===== src/rtl/pipe_pkg.sv =====
// -----------------------------------------------------------------------------
// pipe_pkg
// Shared definitions for the pipeline stage-register chain.
//   - Stage index names for the classic 4-deep core pipeline.
//   - Performance counter width.
//   - Stage record type ({valid, payload}) at the core's default width.
//   - sat_add(): saturating counter increment used by the perf counters.
// -----------------------------------------------------------------------------
package pipe_pkg;

    localparam int STG_IF_ID  = 0;
    localparam int STG_ID_EX  = 1;
    localparam int STG_EX_MEM = 2;
    localparam int STG_MEM_WB = 3;

    localparam int PERF_CNT_W = 16;
    localparam int DEF_DATA_W = 64;

    typedef struct packed {
        logic                  valid;
        logic [DEF_DATA_W-1:0] payload;
    } stage_rec_t;

    // Add a small per-cycle increment to a counter, clamping at all-ones.
    function automatic logic [PERF_CNT_W-1:0] sat_add(
        input logic [PERF_CNT_W-1:0] cnt,
        input logic [3:0]            inc
    );
        logic [PERF_CNT_W:0] sum;
        sum = {1'b0, cnt} + {{(PERF_CNT_W-3){1'b0}}, inc};
        if (sum[PERF_CNT_W]) begin
            return {PERF_CNT_W{1'b1}};
        end else begin
            return sum[PERF_CNT_W-1:0];
        end
    endfunction

endpackage


===== src/rtl/pipe_stage_reg.sv =====
// -----------------------------------------------------------------------------
// pipe_stage_reg
// One pipeline boundary register carrying {valid, payload}.
// Next-state priority: flush > hold > bubble > load from upstream.
//
// Ports:
//   clk       in   rising-edge clock
//   reset     in   synchronous active-high reset (clears valid and payload)
//   up_valid  in   valid bit of the upstream record
//   up_data   in   payload of the upstream record
//   hold      in   keep the current contents
//   bubble    in   upstream is frozen: load an empty slot
//   flush     in   invalidate this stage (beats hold)
//   q_valid   out  registered valid bit
//   q_data    out  registered payload
// -----------------------------------------------------------------------------
module pipe_stage_reg
    import pipe_pkg::*;
#(
    parameter int DATA_W      = 64,
    parameter bit ZERO_BUBBLE = 1'b1
) (
    input  logic              clk,
    input  logic              reset,
    input  logic              up_valid,
    input  logic [DATA_W-1:0] up_data,
    input  logic              hold,
    input  logic              bubble,
    input  logic              flush,
    output logic              q_valid,
    output logic [DATA_W-1:0] q_data
);

    logic              valid_q, valid_d;
    logic [DATA_W-1:0] data_q,  data_d;

    // Next-state selection in priority order.
    always_comb begin
        valid_d = valid_q;
        data_d  = data_q;
        if (flush || (bubble && !hold)) begin
            // Empty slot: payload either cleared or left as it was.
            valid_d = 1'b0;
            if (ZERO_BUBBLE) begin
                data_d = {DATA_W{1'b0}};
            end else begin
                data_d = data_q;
            end
        end else if (hold) begin
            valid_d = valid_q;
            data_d  = data_q;
        end else begin
            valid_d = up_valid;
            data_d  = up_data;
        end
    end

    // Stage register with synchronous reset.
    always_ff @(posedge clk) begin
        if (reset) begin
            valid_q <= 1'b0;
            data_q  <= {DATA_W{1'b0}};
        end else begin
            valid_q <= valid_d;
            data_q  <= data_d;
        end
    end

    assign q_valid = valid_q;
    assign q_data  = data_q;

endmodule


===== src/rtl/pipe_stage_chain.sv =====
// -----------------------------------------------------------------------------
// pipe_stage_chain
// Chain of NUM_STAGES pipeline boundary registers (index 0 = IF/ID, youngest;
// NUM_STAGES-1 = MEM/WB, oldest) with backward stall propagation, per-stage
// flush and automatic bubble insertion.
//
// Optional build macro: PIPE_PERF_CNT_EN
//   defined   -> saturating 16-bit bubble and flush counters are built
//   undefined -> bubble_cnt / flush_cnt are tied to zero (same port list)
//
// Ports:
//   clk          in   rising-edge clock
//   reset        in   synchronous active-high reset
//   in_valid     in   fetch presents a valid record
//   in_data      in   fetch payload
//   in_ready     out  stage 0 accepts in_data this cycle (combinational)
//   stall_req    in   bit i: consumer of stage i cannot advance
//   flush        in   bit i: invalidate stage i this cycle
//   stage_valid  out  valid bit of each stage register
//   stage_data   out  payload of stage i at [i*DATA_W +: DATA_W]
//   bubble_cnt   out  bubbles inserted
//   flush_cnt    out  valid entries killed by flush
// -----------------------------------------------------------------------------
module pipe_stage_chain
    import pipe_pkg::*;
#(
    parameter int NUM_STAGES  = 4,
    parameter int DATA_W      = 64,
    parameter bit ZERO_BUBBLE = 1'b1
) (
    input  logic                         clk,
    input  logic                         reset,
    input  logic                         in_valid,
    input  logic [DATA_W-1:0]            in_data,
    output logic                         in_ready,
    input  logic [NUM_STAGES-1:0]        stall_req,
    input  logic [NUM_STAGES-1:0]        flush,
    output logic [NUM_STAGES-1:0]        stage_valid,
    output logic [NUM_STAGES*DATA_W-1:0] stage_data,
    output logic [PERF_CNT_W-1:0]        bubble_cnt,
    output logic [PERF_CNT_W-1:0]        flush_cnt
);

    logic [NUM_STAGES-1:0] hold_s;
    logic [NUM_STAGES-1:0] bubble_s;

    // A stall anywhere downstream freezes stage i, so hold is the OR of
    // stall_req from i up to the oldest stage. A bubble appears exactly where
    // the frozen region ends: upstream held, this stage free.
    for (genvar i = 0; i < NUM_STAGES; i++) begin : g_ctl
        assign hold_s[i] = |stall_req[NUM_STAGES-1:i];
        if (i == 0) begin : g_first
            assign bubble_s[i] = 1'b0;
        end else begin : g_rest
            assign bubble_s[i] = hold_s[i-1] & ~hold_s[i];
        end
    end

    assign in_ready = ~hold_s[STG_IF_ID];

    for (genvar i = 0; i < NUM_STAGES; i++) begin : g_stage
        logic              up_valid_s;
        logic [DATA_W-1:0] up_data_s;

        if (i == 0) begin : g_src_in
            assign up_valid_s = in_valid;
            assign up_data_s  = in_data;
        end else begin : g_src_prev
            assign up_valid_s = stage_valid[i-1];
            assign up_data_s  = stage_data[(i-1)*DATA_W +: DATA_W];
        end

        pipe_stage_reg #(
            .DATA_W      (DATA_W),
            .ZERO_BUBBLE (ZERO_BUBBLE)
        ) u_stage (
            .clk      (clk),
            .reset    (reset),
            .up_valid (up_valid_s),
            .up_data  (up_data_s),
            .hold     (hold_s[i]),
            .bubble   (bubble_s[i]),
            .flush    (flush[i]),
            .q_valid  (stage_valid[i]),
            .q_data   (stage_data[i*DATA_W +: DATA_W])
        );
    end

`ifdef PIPE_PERF_CNT_EN
    logic [3:0]            bub_inc_s;
    logic [3:0]            fl_inc_s;
    logic [PERF_CNT_W-1:0] bubble_cnt_q, bubble_cnt_d;
    logic [PERF_CNT_W-1:0] flush_cnt_q,  flush_cnt_d;

    // Per-cycle event counts: bubbles only where flush does not take priority;
    // flushes only where a valid entry is actually killed.
    always_comb begin
        bub_inc_s = 4'd0;
        fl_inc_s  = 4'd0;
        for (int i = 0; i < NUM_STAGES; i++) begin
            bub_inc_s = bub_inc_s + {3'd0, bubble_s[i] & ~flush[i]};
            fl_inc_s  = fl_inc_s  + {3'd0, flush[i] & stage_valid[i]};
        end
        bubble_cnt_d = sat_add(bubble_cnt_q, bub_inc_s);
        flush_cnt_d  = sat_add(flush_cnt_q,  fl_inc_s);
    end

    // Saturating performance counters.
    always_ff @(posedge clk) begin
        if (reset) begin
            bubble_cnt_q <= {PERF_CNT_W{1'b0}};
            flush_cnt_q  <= {PERF_CNT_W{1'b0}};
        end else begin
            bubble_cnt_q <= bubble_cnt_d;
            flush_cnt_q  <= flush_cnt_d;
        end
    end

    assign bubble_cnt = bubble_cnt_q;
    assign flush_cnt  = flush_cnt_q;
`else
    assign bubble_cnt = 16'h0000;
    assign flush_cnt  = 16'h0000;
`endif

endmodule


===== config.mk =====
export PLATFORM = sky130hd
export DESIGN_NAME = pipe_stage_chain
export DESIGN_NICKNAME = d
export VERILOG_FILES = /design/src/rtl/pipe_pkg.sv /design/src/rtl/pipe_stage_reg.sv /design/src/rtl/pipe_stage_chain.sv
export SDC_FILE = /design/constraint.sdc
export NUM_CORES = 1
export LEC_CHECK = 0
export BUFFER_PORTS_ARGS = -buffer_cell sky130_fd_sc_hd__buf_2
export CORE_ASPECT_RATIO = 0.5
export CORE_UTILIZATION = 44
export CTS_BUF_LIST = sky130_fd_sc_hd__clkbuf_16
export CTS_CLUSTER_SIZE = 40
export DETAILED_ROUTE_END_ITERATION = 6
export GPL_ROUTABILITY_DRIVEN = 1
export PLACE_DENSITY = 0.7
export SYNTH_ARGS = -nofsm -noshare
export SYNTH_HDL_FRONTEND = slang
export SYNTH_SLANG_ARGS = --single-unit

===== constraint.sdc =====
create_clock -name clk -period 2 [get_ports clk]
set_input_delay 0.3 -clock clk [delete_from_list [all_inputs] [get_ports clk]]
set_output_delay 0.3 -clock clk [all_outputs]
set_load 0.01 [all_outputs]

==> out/qor.yml <==
global_route:
  antenna_found_initial: 1
  overflow: 0
  grt_pass1_vias: 9158
  grt_max_degree: 97
  grt_pass1_wl_um: 51800
  track_usage_pct: 22.6
pwr:
  p_leak_nw: 5.99
  seq_power_share_pct: 50.1
  netSwitchingPower_mw: 2.55
  p_int_mw: 7.83
  total_power_mw: 10.4
  clockPowerShare_pct: 42.9
  swShare_pct: 24.6
  powerDensity_nw_per_um2: 710
  combPwrFrac_pct: 7.0
  ir_worst_vdd_uv: 503
synth:
  synth_area_leader_cell: "dfxtp_1"
  synthDominantCellAreaShare_pct: 42.7
  yosysWarnings: 0
  synth_area_leaders: "dfxtp_1 43%, nor3b_1 12%, mux2_2 11%, mux2i_1 5.3%, nor4b_1 4.7%"
  avgSynthCellArea_um2: 10.5
  synth-seq-area-share_pct: 42.7
  ys_ff_latch: 260
  syn_area_um2: 12200
  ys_types: 22
  synthesis.instances: 1161
layout:
  layout.nets: 1481
  syn_to_final_growth_pct: 19.9
  final_common_cell: "buf_2"
  drive_gt1_share_pct: 38.7
  layout_common_cells: "330 x buf_2, 260 x dfxtp_1, 195 x nor3b_1, 121 x mux2_2"
sta:
  clock_skew_ns: 0.0210
  period_share_pct: 86.3
  hold_viol_final: 0
  fin_tns_setup_ns: 0
  max-slew-margin-rel_pct: 59.3
  setup_viol: 0
  worst_pin_slew_ns: 0.610
  fin_crit_ns: 1.73
  fmax_mhz: 579
  final.setup.worst_slack_ns: 0.274
  rsz0062_at_grt: "no"
  slew_violations: 0
placed_design:
  gp_congestion: 0.861
  portBuffers: 335
  dpl.hpwl_um: 23200
  post-place-ws_ns: 0.230
detailed_routing:
  wl_um: 33400
  drtIter0Drc: 682
  via_per_inst: 5.55
  wl_per_cell_um: 18.8
  dr_total_vias: 9852
  route.detailed.drc: 0
  drtAntennaViolNets: 0
  dr.pass1.iters: 5
floorplanning:
  io_pins: 368
  coreArea_um2: 26800
  fp.dieArea_um2: 28400
  die_h_um: 120
  initial_utilization_pct: 45.5
  die_w_um: 237
  rows: 42
status:
  status: "finished clean"
cts:
  clock-sinks: 260
  clock_path_buffers: 3
  ctsHoldBuffers: 0
  cts_buffers: 25
  cts_tree: "done"
  cts_resized: 0
  ctsHtreeMaxLevel: 1
  cts_setup_buffers: 0
  clock_latency_ns: 0.53
  cts_root_buf: "clkbuf_16"
  clk_pin_slew_ns: 0.07
setup_path:
  required_ns: 1.70
  worstPathMaxFanout: 40
  critPathCaptureType: "output pin"
  cp.arrival_ns: 1.43
  critPathKind: "input port to output pin"
  cp-start-kind: "input port"
  ff2ff_setup_slack_ns: 0.91
min_path:
  hold_path_class: "input port to register"
run:
  cap_viol_max_count: 0
## through the flow
step,hold WS (ns),utilization (%),cells,instance area [um2]
detailed placement,0.502,51.8,1731,13900
floorplan,0.475,-,1192,12300
global route,0.172,54.6,1775,14600
global placement,0.493,51.8,1731,13900
CTS,0.153,54.6,1774,14600
finish,0.168,54.6,1775,14600
## power by group through the flow
stage                     clock network, mW  logic, mW  registers [mW]
final                                  4.45      0.731            5.20
after floorplan                           0      0.558            5.32
after detailed placement                  0      0.727            5.31
after global routing                   4.80      0.788            5.19
after global placement                    0      0.712            5.31
after CTS                              4.57      0.729            5.19
## cell type report
cell class	instances	area, um2
repair buffers	366	2080
clock buffers	25	626
multi-input cells	753	6150
fillers	2385	12200
flip-flops and latches	260	5200
well taps	352	440
diodes	1	2.50
clock inverters	18	119
## layer usage
metal  track usage (%)  up-vias  routed length [um]
li1                  -     4712                   -
met1              31.0     4802               15200
met2              36.4      267               15700
met3              3.47       71                1400
met4              7.30        0                1060
met5                 0        -                   0
## path summary, 6_finish.rpt
kind	startpoint	endpoint	cells after the start
max reg2reg	g_stage[1].u_stage.q_valid	g_stage[2].u_stage.q_valid	2
min reg2reg	g_stage[2].u_stage.q_data[62]	g_stage[2].u_stage.q_data[62]	2
min	in_data[13]	g_stage[0].u_stage.q_data[13]	3
max	stall_req[2]	in_ready	4
## cells in the mapped netlist
cell type,number
buf_4,50
buf_1,15
nor3b_1,196
a211oi_2,21
nor2b_1,1
dfxtp_1,260
mux2_2,121
or3b_2,1
a211oi_1,44
mux2i_1,65
nor3_1,66
buf_2,38
nor4_4,1
nor4b_1,65
clkbuf_1,67
or3b_1,64
mux2_1,9
conb_1,1
o21ai_0,65
or2_2,2
buf_6,8
clkbuf_4,1
## state kept, by name, indices dropped and copies added (netlist names)
signal and cells:
g_stage.u_stage.q_data 256, g_stage.u_stage.q_valid 4
## worst max-delay path: stages
cell and delay (ns):
buf_4 0.20, nor4_4 0.42, buf_12 0.28, buf_2 0.19
## logic make-up (layout without fill, tap and decap cells)
kind of cell	count (synthesis)	after routing	synth area share [%]
AO/OA/AOI/OAI	130	130	7.53
other	1	33	0.0308
AND/OR/NAND/NOR	396	396	24.4
buffers and inverters	179	409	7.96
multiplexers	195	195	17.3
flip-flops	260	260	42.7
(Power assumes the default switching activity.)
